### src/rtl/legv8_multicycle_ctrl.sv
// Multicycle control FSM for the LEGv8 datapath: sequences fetch, decode, execute,
// memory and write-back over a shared memory port and a single ALU.
module legv8_multicycle_ctrl (
  input  logic        clk,
  input  logic        rst_n,
  input  logic [31:0] instr,
  input  logic        zero,
  input  logic        mem_ready,
  output logic        mem_req,
  output logic        mem_we,
  output logic        ir_write,
  output logic        pc_write,
  output logic        pc_src,
  output logic        reg_write,
  output logic        mem_to_reg,
  output logic        alu_src_imm,
  output logic [1:0]  alu_op,
  output logic [1:0]  imm_sel,
  output logic        illegal_instr,
  output logic [3:0]  state
);

  typedef enum logic [3:0] {
    S_IDLE   = 4'd0,
    S_FETCH  = 4'd1,
    S_DECODE = 4'd2,
    S_EXEC_R = 4'd3,
    S_WB_R   = 4'd4,
    S_ADDR   = 4'd5,
    S_MEM_RD = 4'd6,
    S_WB_LD  = 4'd7,
    S_MEM_WR = 4'd8,
    S_CBZ    = 4'd9,
    S_BRANCH = 4'd10
  } state_t;

  typedef enum logic [2:0] {
    OP_ILL  = 3'd0,
    OP_R    = 3'd1,
    OP_LDUR = 3'd2,
    OP_STUR = 3'd3,
    OP_CBZ  = 3'd4,
    OP_B    = 3'd5
  } op_t;

  // Same opcode classification the sign-extend unit uses to pick its immediate field.
  function automatic op_t decode_op(input logic [10:0] opc);
    op_t res;
    if (opc[10:5] == 6'b000101) begin
      res = OP_B;
    end else if (opc[10:3] == 8'b10110100) begin
      res = OP_CBZ;
    end else begin
      case (opc)
        11'b11111000010: res = OP_LDUR;
        11'b11111000000: res = OP_STUR;
        11'b10001011000,
        11'b11001011000,
        11'b10001010000,
        11'b10101010000: res = OP_R;
        default:         res = OP_ILL;
      endcase
    end
    return res;
  endfunction

  state_t      state_q;
  state_t      next_state;
  op_t         op;
  logic        instr_unused;

  logic        mem_req_q;
  logic        mem_we_q;
  logic        reg_write_q;
  logic        mem_to_reg_q;
  logic        alu_src_imm_q;
  logic [1:0]  alu_op_q;
  logic        pc_src_q;
  logic        fetch_q;
  logic        cbz_q;
  logic        branch_q;

  assign op           = decode_op(instr[31:21]);
  assign instr_unused = ^instr[20:0];

  always_comb begin
    next_state = S_FETCH;
    case (state_q)
      S_IDLE:   next_state = S_FETCH;
      S_FETCH:  next_state = mem_ready ? S_DECODE : S_FETCH;
      S_DECODE: begin
        case (op)
          OP_R:            next_state = S_EXEC_R;
          OP_LDUR, OP_STUR: next_state = S_ADDR;
          OP_CBZ:          next_state = S_CBZ;
          OP_B:            next_state = S_BRANCH;
          default:         next_state = S_FETCH;
        endcase
      end
      S_EXEC_R: next_state = S_WB_R;
      S_ADDR:   next_state = (op == OP_STUR) ? S_MEM_WR : S_MEM_RD;
      S_MEM_RD: next_state = mem_ready ? S_WB_LD : S_MEM_RD;
      S_MEM_WR: next_state = mem_ready ? S_FETCH : S_MEM_WR;
      default:  next_state = S_FETCH;
    endcase
  end

  // Outputs are decoded from the state being entered so they are registered yet Moore-timed.
  always_ff @(posedge clk or negedge rst_n) begin
    if (!rst_n) begin
      state_q       <= S_IDLE;
      mem_req_q     <= 1'b0;
      mem_we_q      <= 1'b0;
      reg_write_q   <= 1'b0;
      mem_to_reg_q  <= 1'b0;
      alu_src_imm_q <= 1'b0;
      alu_op_q      <= 2'b00;
      pc_src_q      <= 1'b0;
      fetch_q       <= 1'b0;
      cbz_q         <= 1'b0;
      branch_q      <= 1'b0;
    end else begin
      state_q       <= next_state;
      mem_req_q     <= 1'b0;
      mem_we_q      <= 1'b0;
      reg_write_q   <= 1'b0;
      mem_to_reg_q  <= 1'b0;
      alu_src_imm_q <= 1'b0;
      alu_op_q      <= 2'b00;
      pc_src_q      <= 1'b0;
      fetch_q       <= 1'b0;
      cbz_q         <= 1'b0;
      branch_q      <= 1'b0;
      case (next_state)
        S_FETCH: begin
          mem_req_q <= 1'b1;
          fetch_q   <= 1'b1;
        end
        S_EXEC_R: alu_op_q <= 2'b10;
        S_WB_R:   reg_write_q <= 1'b1;
        S_ADDR:   alu_src_imm_q <= 1'b1;
        S_MEM_RD: mem_req_q <= 1'b1;
        S_WB_LD: begin
          reg_write_q  <= 1'b1;
          mem_to_reg_q <= 1'b1;
        end
        S_MEM_WR: begin
          mem_req_q <= 1'b1;
          mem_we_q  <= 1'b1;
        end
        S_CBZ: begin
          alu_op_q <= 2'b01;
          pc_src_q <= 1'b1;
          cbz_q    <= 1'b1;
        end
        S_BRANCH: begin
          pc_src_q <= 1'b1;
          branch_q <= 1'b1;
        end
        default: ;
      endcase
    end
  end

  // The IR/PC load at fetch completion and the CBZ take decision depend on same-cycle inputs.
  assign ir_write      = fetch_q & mem_ready;
  assign pc_write      = (fetch_q & mem_ready) | (cbz_q & zero) | branch_q;
  assign illegal_instr = (state_q == S_DECODE) && (op == OP_ILL);

  always_comb begin
    imm_sel = 2'd0;
    if (state_q >= S_DECODE && state_q <= S_BRANCH) begin
      case (op)
        OP_B:    imm_sel = 2'd2;
        OP_CBZ:  imm_sel = 2'd1;
        default: imm_sel = 2'd0;
      endcase
    end
  end

  assign mem_req     = mem_req_q;
  assign mem_we      = mem_we_q;
  assign pc_src      = pc_src_q;
  assign reg_write   = reg_write_q;
  assign mem_to_reg  = mem_to_reg_q;
  assign alu_src_imm = alu_src_imm_q;
  assign alu_op      = alu_op_q;
  assign state       = state_q;

endmodule

### config.mk
export PLATFORM = sky130hd
export DESIGN_NAME = legv8_multicycle_ctrl
export DESIGN_NICKNAME = d
export VERILOG_FILES = /design/src/rtl/legv8_multicycle_ctrl.sv
export SDC_FILE = /design/constraint.sdc
export NUM_CORES = 1
export LEC_CHECK = 0
export CORE_MARGIN = 4
export CORE_UTILIZATION = 38
export DETAILED_ROUTE_END_ITERATION = 6
export GPL_ROUTABILITY_DRIVEN = 0
export GPL_TIMING_DRIVEN = 1
export PLACE_DENSITY = 0.83
export SYNTH_ARGS = -nofsm -noshare
export SYNTH_HDL_FRONTEND = slang
export SYNTH_SLANG_ARGS = --single-unit
### constraint.sdc
create_clock -name clk -period 3.52 [get_ports clk]
set_clock_uncertainty 0.1 [all_clocks]
set_input_delay 0.704 -clock clk [delete_from_list [all_inputs] [get_ports clk]]
set_output_delay 0.704 -clock clk [all_outputs]
set_load 0.03 [all_outputs]
==> run summary <==
* **measured slew at the worst slew-check pin** 658 ps
* **biggest area contributors in the synthesized netlist** sky130_fd_sc_hd__dfrtp_1, sky130_fd_sc_hd__and4bb_2, sky130_fd_sc_hd__nor2_1, sky130_fd_sc_hd__and2_1, sky130_fd_sc_hd__nor3b_2
* **combinational fraction of design power** 53.8%
* **diodes inserted** 0
* **Core Rows** 16
* **via count of the first global-routing pass** 801
* **outcome** complete, no violations
* **clock latency reported for the late side of the worst-skew pair** 290 ps
* **number of failing setup endpoints in the final timing report** 0
* **critical path required time** 2720 ps
* **clock-pin slew of the registers on the worst-case setup and hold paths** 90 ps
* **multi-input gate area in the final layout** 434 µm²
* **Crit path top cell by count** sky130_fd_sc_hd__clkdlybuf4s50_1
* **number of flip-flops under the largest register name** 4
* **I/O pins** 53
* **register bit total from synthesis** 15
* **number of buffers and inverters on the critical path** 2
* **largest net degree at the start of global routing** 16
* **worst stage delay on the critical path** 680 ps
* **smallest setup slack after layout** 145 ps
* **reg2reg start** state[1]
* **H-Tree Depth** 1
* **height of the chip** 55.0 µm
* **share of the synthesized area in the top cell type** 44.8%
* **grt ovf** 0
* **setup repair after global routing missed its margin** false
* **crit path launch type** input pin
* **Hold Startpoint** state[0]
* **cells after synthesis** 82
* **Wirelength per Cell** 15.0 µm
* **initial antenna violation count** 0
* **switching part of the total** 43.4%
* **DP HPWL** 1.70 mm
* **Final Util** 59.7%
* **largest vdd supply drop** 0.000367 V
* **Tcrit/Tclk final** 95.9%
* **wire length of the first global-routing pass** 3.44 mm
* **Hold Vio Cnt, Final** 0
* **cell leakage power** 0.526 nW
* **number of enable-type register cells in the synthesized netlist** 0
* **CTS tree** built
* **Seq/Total Area, Yosys** 44.8%
* **total nets after synthesis** 118
* **number of detailed-route iterations in the first pass** 4
* **nature of the critical path endpoint** output port
* **clock sink count** 15
* **maximum root-to-sink buffer count** 2
* **category of the critical setup timing path** in -> out
* **non-filler cells, final** 143
* **sequential share of power** 33.5%
* **most frequent cell after synthesis** sky130_fd_sc_hd__dfrtp_1
* **Yosys warnings** 0
* **cell with the biggest individual delay on the critical path** sky130_fd_sc_hd__clkdlybuf4s50_1
* **number of instances in the placed design** 139
* **largest fanout of any net on the critical path** 4
* **worst path arrival time** 2570 ps
* **max_slew headroom** 56.0%
* **Starting Density** 41.5%
* **critical-path cell list** clkdlybuf4s50_1 -> and4bb_2 -> a32oi_1 -> o21ai_0 -> nor2_1 -> clkdlybuf4s50_1
* **core footprint** 2020 µm²
* **number of buffer cells added on primary ports** 31
* **overall via count from detail_route** 784
* **GRT Total Usage** 16.1%
* **ys async rst share** 100%
* **part of the power in the clock network** 12.7%
* **Detailed Route Iter0 Violations** 25
* **total die area** 3020 µm²
* **count of buffers added by post-CTS timing repair for setup** 0
* **Fill cells** 163
* **remaining routing DRC violations** 0
* **internal power component** 437 µW
* **max-slew violation count** 0
* **dominant delay contributor by cell family on the critical path** buffers and inverters
* **Inserted Clock Buffers** 3
* **Place WS** 144 ps
* **Max-Cap Viols** 0
* **routed wire length** 2.14 mm
* **top cell type by total area after synthesis** sky130_fd_sc_hd__dfrtp_1
* **switching power total** 335 µW
* **Hold/Removal Path Class** reg -> reg
* **number of distinct library cells after synthesis** 35
* **ratio of routed vias to standard cells** 5.48
* **clock tree root driver cell** sky130_fd_sc_hd__clkbuf_4
* **total negative setup slack** 0 ps
* **primary flip-flop cell chosen by synthesis mapping** sky130_fd_sc_hd__dfrtp_1
* **Crit. Startpoint** instr[24]
* **DRT antenna net count** 0
* **area occupied by registers** 375 µm²
* **Syn Area/Cell** 10.2 µm²
* **list of most frequent post-synthesis cells** sky130_fd_sc_hd__dfrtp_1, sky130_fd_sc_hd__nor2_1, sky130_fd_sc_hd__inv_1
* **cts-stage hold buffer count** 0
* **net count reported at finish** 153
* **Netlist Area Pre-Place** 838 µm²
* **Max Clk Rate** 0.296 GHz
* **Layout Area Growth over Synthesis** 44.0%
* **overall die width** 55.0 µm
* **time the final worst path needs with I/O delays and setup** 3380 ps
* **cts repair resizes** 0
* **ratio of cells with drive above 1 in the final layout** 13.8%
* **power density normalized to cell area** 640 nW/µm²
power groups by stage:
stage	clock, mW	sequential [mW]	combinational, mW
after detailed placement	0	0.260	0.417
final	0.0984	0.259	0.416
after floorplan	0	0.305	0.224
after global routing	0.111	0.264	0.448
after global placement	0	0.259	0.406
after CTS	0.104	0.258	0.420
final timing paths:
path	end	cells after the start	slack, ps
setup / recovery	illegal_instr	6	140
hold / removal	reg_write	1	660
setup reg to reg	alu_src_imm	5	1670
hold reg to reg	reg_write	1	660
max in group asynchronous	state[1]	1	2190
min in group asynchronous	mem_to_reg	1	710
layer usage:
layer  up-vias  routed length, µm  global-route usage, %
li1        376                  -                      -
met1       373                826                   18.1
met2        29               1140                   27.2
met3         6                127                   5.36
met4         0                 49                   8.10
met5         -                  0                      0
cell type report:
class	count	share of cell area, %
multi-input combinational	60	36.0
sequential	15	31.1
timing repair buffer	32	26.3
tap	27	2.80
clock buffer	3	1.87
inverter	5	1.55
clock inverter	1	0.415
cells in the final DEF (no fill, tap or decap), types with 2 or more instances in the layout:
cell / Yosys / layout
sky130_fd_sc_hd__clkdlybuf4s50_1: 0 / 31
sky130_fd_sc_hd__dfrtp_1: 15 / 15
sky130_fd_sc_hd__nor2_1: 8 / 8
sky130_fd_sc_hd__inv_1: 5 / 5
sky130_fd_sc_hd__nor3_1: 4 / 4
sky130_fd_sc_hd__and2_1: 4 / 4
sky130_fd_sc_hd__a21oi_1: 4 / 4
sky130_fd_sc_hd__and4bb_2: 3 / 3
sky130_fd_sc_hd__nand2_1: 3 / 3
sky130_fd_sc_hd__clkbuf_4: 0 / 3
sky130_fd_sc_hd__nor3b_2: 2 / 2
sky130_fd_sc_hd__o21ai_0: 2 / 2
sky130_fd_sc_hd__nor2b_1: 2 / 2
sky130_fd_sc_hd__nor4bb_1: 2 / 2
sky130_fd_sc_hd__nand3_1: 2 / 2
sky130_fd_sc_hd__o2bb2ai_1: 2 / 2
sky130_fd_sc_hd__a211o_1: 2 / 2
sky130_fd_sc_hd__and3_1: 2 / 2
cells by family (layout without fill, tap and decap cells):
logic type,Yosys count,after routing,synth area share [%]
DFF,15,15,44.8
muxes,1,1,1.19
buffers and inverters,7,41,3.43
and+or+nand+nor,41,41,34.6
AOI/OAI and AO/OA,18,18,16.0
through the flow:
step | total power [mW] | cell area [µm²] | hold WS, ps
2_1_floorplan | 0.528 | 838 | 308
3_3_place_gp | 0.664 | 1180 | 606
3_5_place_dp | 0.678 | 1180 | 633
4_1_cts | 0.783 | 1210 | 660
5_1_grt | 0.824 | 1210 | 690
6_report | 0.773 | 1210 | 656
Note: power is estimated with default switching activity, not from simulation.
==> variant: new RTL, same settings <==
Make the reset (`rst_n`) synchronous in one clocked block.
--- a/src/rtl/legv8_multicycle_ctrl.sv
+++ b/src/rtl/legv8_multicycle_ctrl.sv
@@ -106,7 +106,7 @@
   end
 
   // Outputs are decoded from the state being entered so they are registered yet Moore-timed.
-  always_ff @(posedge clk or negedge rst_n) begin
+  always_ff @(posedge clk) begin
     if (!rst_n) begin
       state_q       <= S_IDLE;
       mem_req_q     <= 1'b0;
Formal check against the unedited RTL: differs if rst_n is asserted again (counterexample within 4 cycles, from zero or initial values and one cycle with rst_n low); with rst_n held inactive, the same outputs for 10 cycles.
==> variant against the unedited design <==
Fmax fell by 0.53%. Sequential cell count is the same. Synthesized area grew 7.3%. Die area is 6.2% higher. Final area rose by 3.2%. Routed wire length up 2.0%. Core utilization shrank 3.9 points. Worst setup slack got worse by 0.018 ns. Worst hold slack lost 0.16 ns. Largest cell class unchanged. Highest routed layer unchanged.
Power is not compared: it rests on default switching activity, and its combinational part moved more than twofold at a synthesized area within 25%.
==> variant: results (changes against the unedited design) <==
INFO  outcome        outcome=finished clean [unchanged]
INFO  route          detail_route.wl_per_cell=13.9um [was 15.0 um]
INFO  layout         ratio_of_cells_with_drive_above_1_in_the_final_layout=0.186 [was 0.138]
INFO  route          met2_wirelength=1.13mm [was 1.14 mm]
INFO  route          vias=840 [was 784]
INFO  route          met1_length=889um [was 826 um]
INFO  synthesis      ys_top_cells_by_area=dfxtp_1 33%, nor2_1 3.8%, nand2_1 3.3% [was dfrtp_1 45%, and4bb_2 4.5%, nor2_1 3.6%]
INFO  layout         clk_share=0.0241 [was 0.0228]
INFO  layout         fin_nets=166 [was 153]
INFO  layout         multi_input_comb_area=552um^2 [was 434 um^2]
INFO  synthesis      mappedNetlistNets=132 [was 118]
INFO  layout         layout.comb_gates.multi_input=75 [was 60]
INFO  grt            first_global_vias=786 [was 801]
INFO  synthesis      seq_area_frac_synth=0.334 [was 0.448]
INFO  grt            largest_net_degree_at_the_start_of_global_routing=14 [was 16]
INFO  critical_path  critical_path_arrival=2.59ns [was 2.57 ns]
INFO  layout         fillerInstances=206 [was 163]
INFO  layout         register_area=300um^2 [was 375 um^2]
INFO  route          wl_met3=118um [was 127 um]
INFO  synthesis      gate_count_of_the_mapped_netlist=96 [was 82]
INFO  grt            use_met3=0.0483 [was 0.0536]
INFO  min_path       hold_crit_start=state[3] [was state[0]]
INFO  critical_path  depth_of_the_worst_register_to_register_path=6 [was 5]
INFO  synthesis      most_used_dff_post_synth=dfxtp_1 [was dfrtp_1]
INFO  layout         layout.cells.non_filler=157 [was 143]
INFO  timing         slew_of_the_pin_with_the_lowest_slew_margin=0.388ns [was 0.658 ns]
INFO  layout         sequential_cell_count=15 [unchanged]
INFO  grt            grt_util_met2=0.244 [was 0.272]
INFO  grt            grt_usage=0.152 [was 0.161]
INFO  placement      post-dp-hpwl=1.78mm [was 1.70 mm]
INFO  placement      dp.cells=153 [was 139]
==> variant: kinds of logic (layout without fill, tap and decap cells) <==
group                  Yosys count  count (layout)  share of synthesized area
buffers and inverters            6              39                     0.0528
flip-flops                      15              15                      0.334
AO/OA/AOI/OAI                   26              26                      0.238
AND/OR/NAND/NOR                 49              49                      0.376
==> variant: final timing paths <==
kind,endpoint,slack (ns)
max,illegal_instr,0.13
min,mem_we,0.50
max reg2reg,cbz_q,1.49
min reg2reg,mem_we,0.50
==> variant: worst max-delay path, cell delays in order <==
cell             delay (ns)
clkdlybuf4s50_1        0.56
nand2_1                0.08
and4b_1                0.20
a211oi_1               0.23
o21a_1                 0.14
clkdlybuf4s50_1        0.67
==> variant: per-stage QoR <==
stage,total power [mW],setup WS (ns),area (um^2)
after global routing,0.394,0.0478,1250
after CTS,0.373,0.127,1250
final,0.370,0.127,1250
after global placement,0.267,0.149,1220
after detailed placement,0.270,0.127,1220
after floorplan,0.233,1.03,900
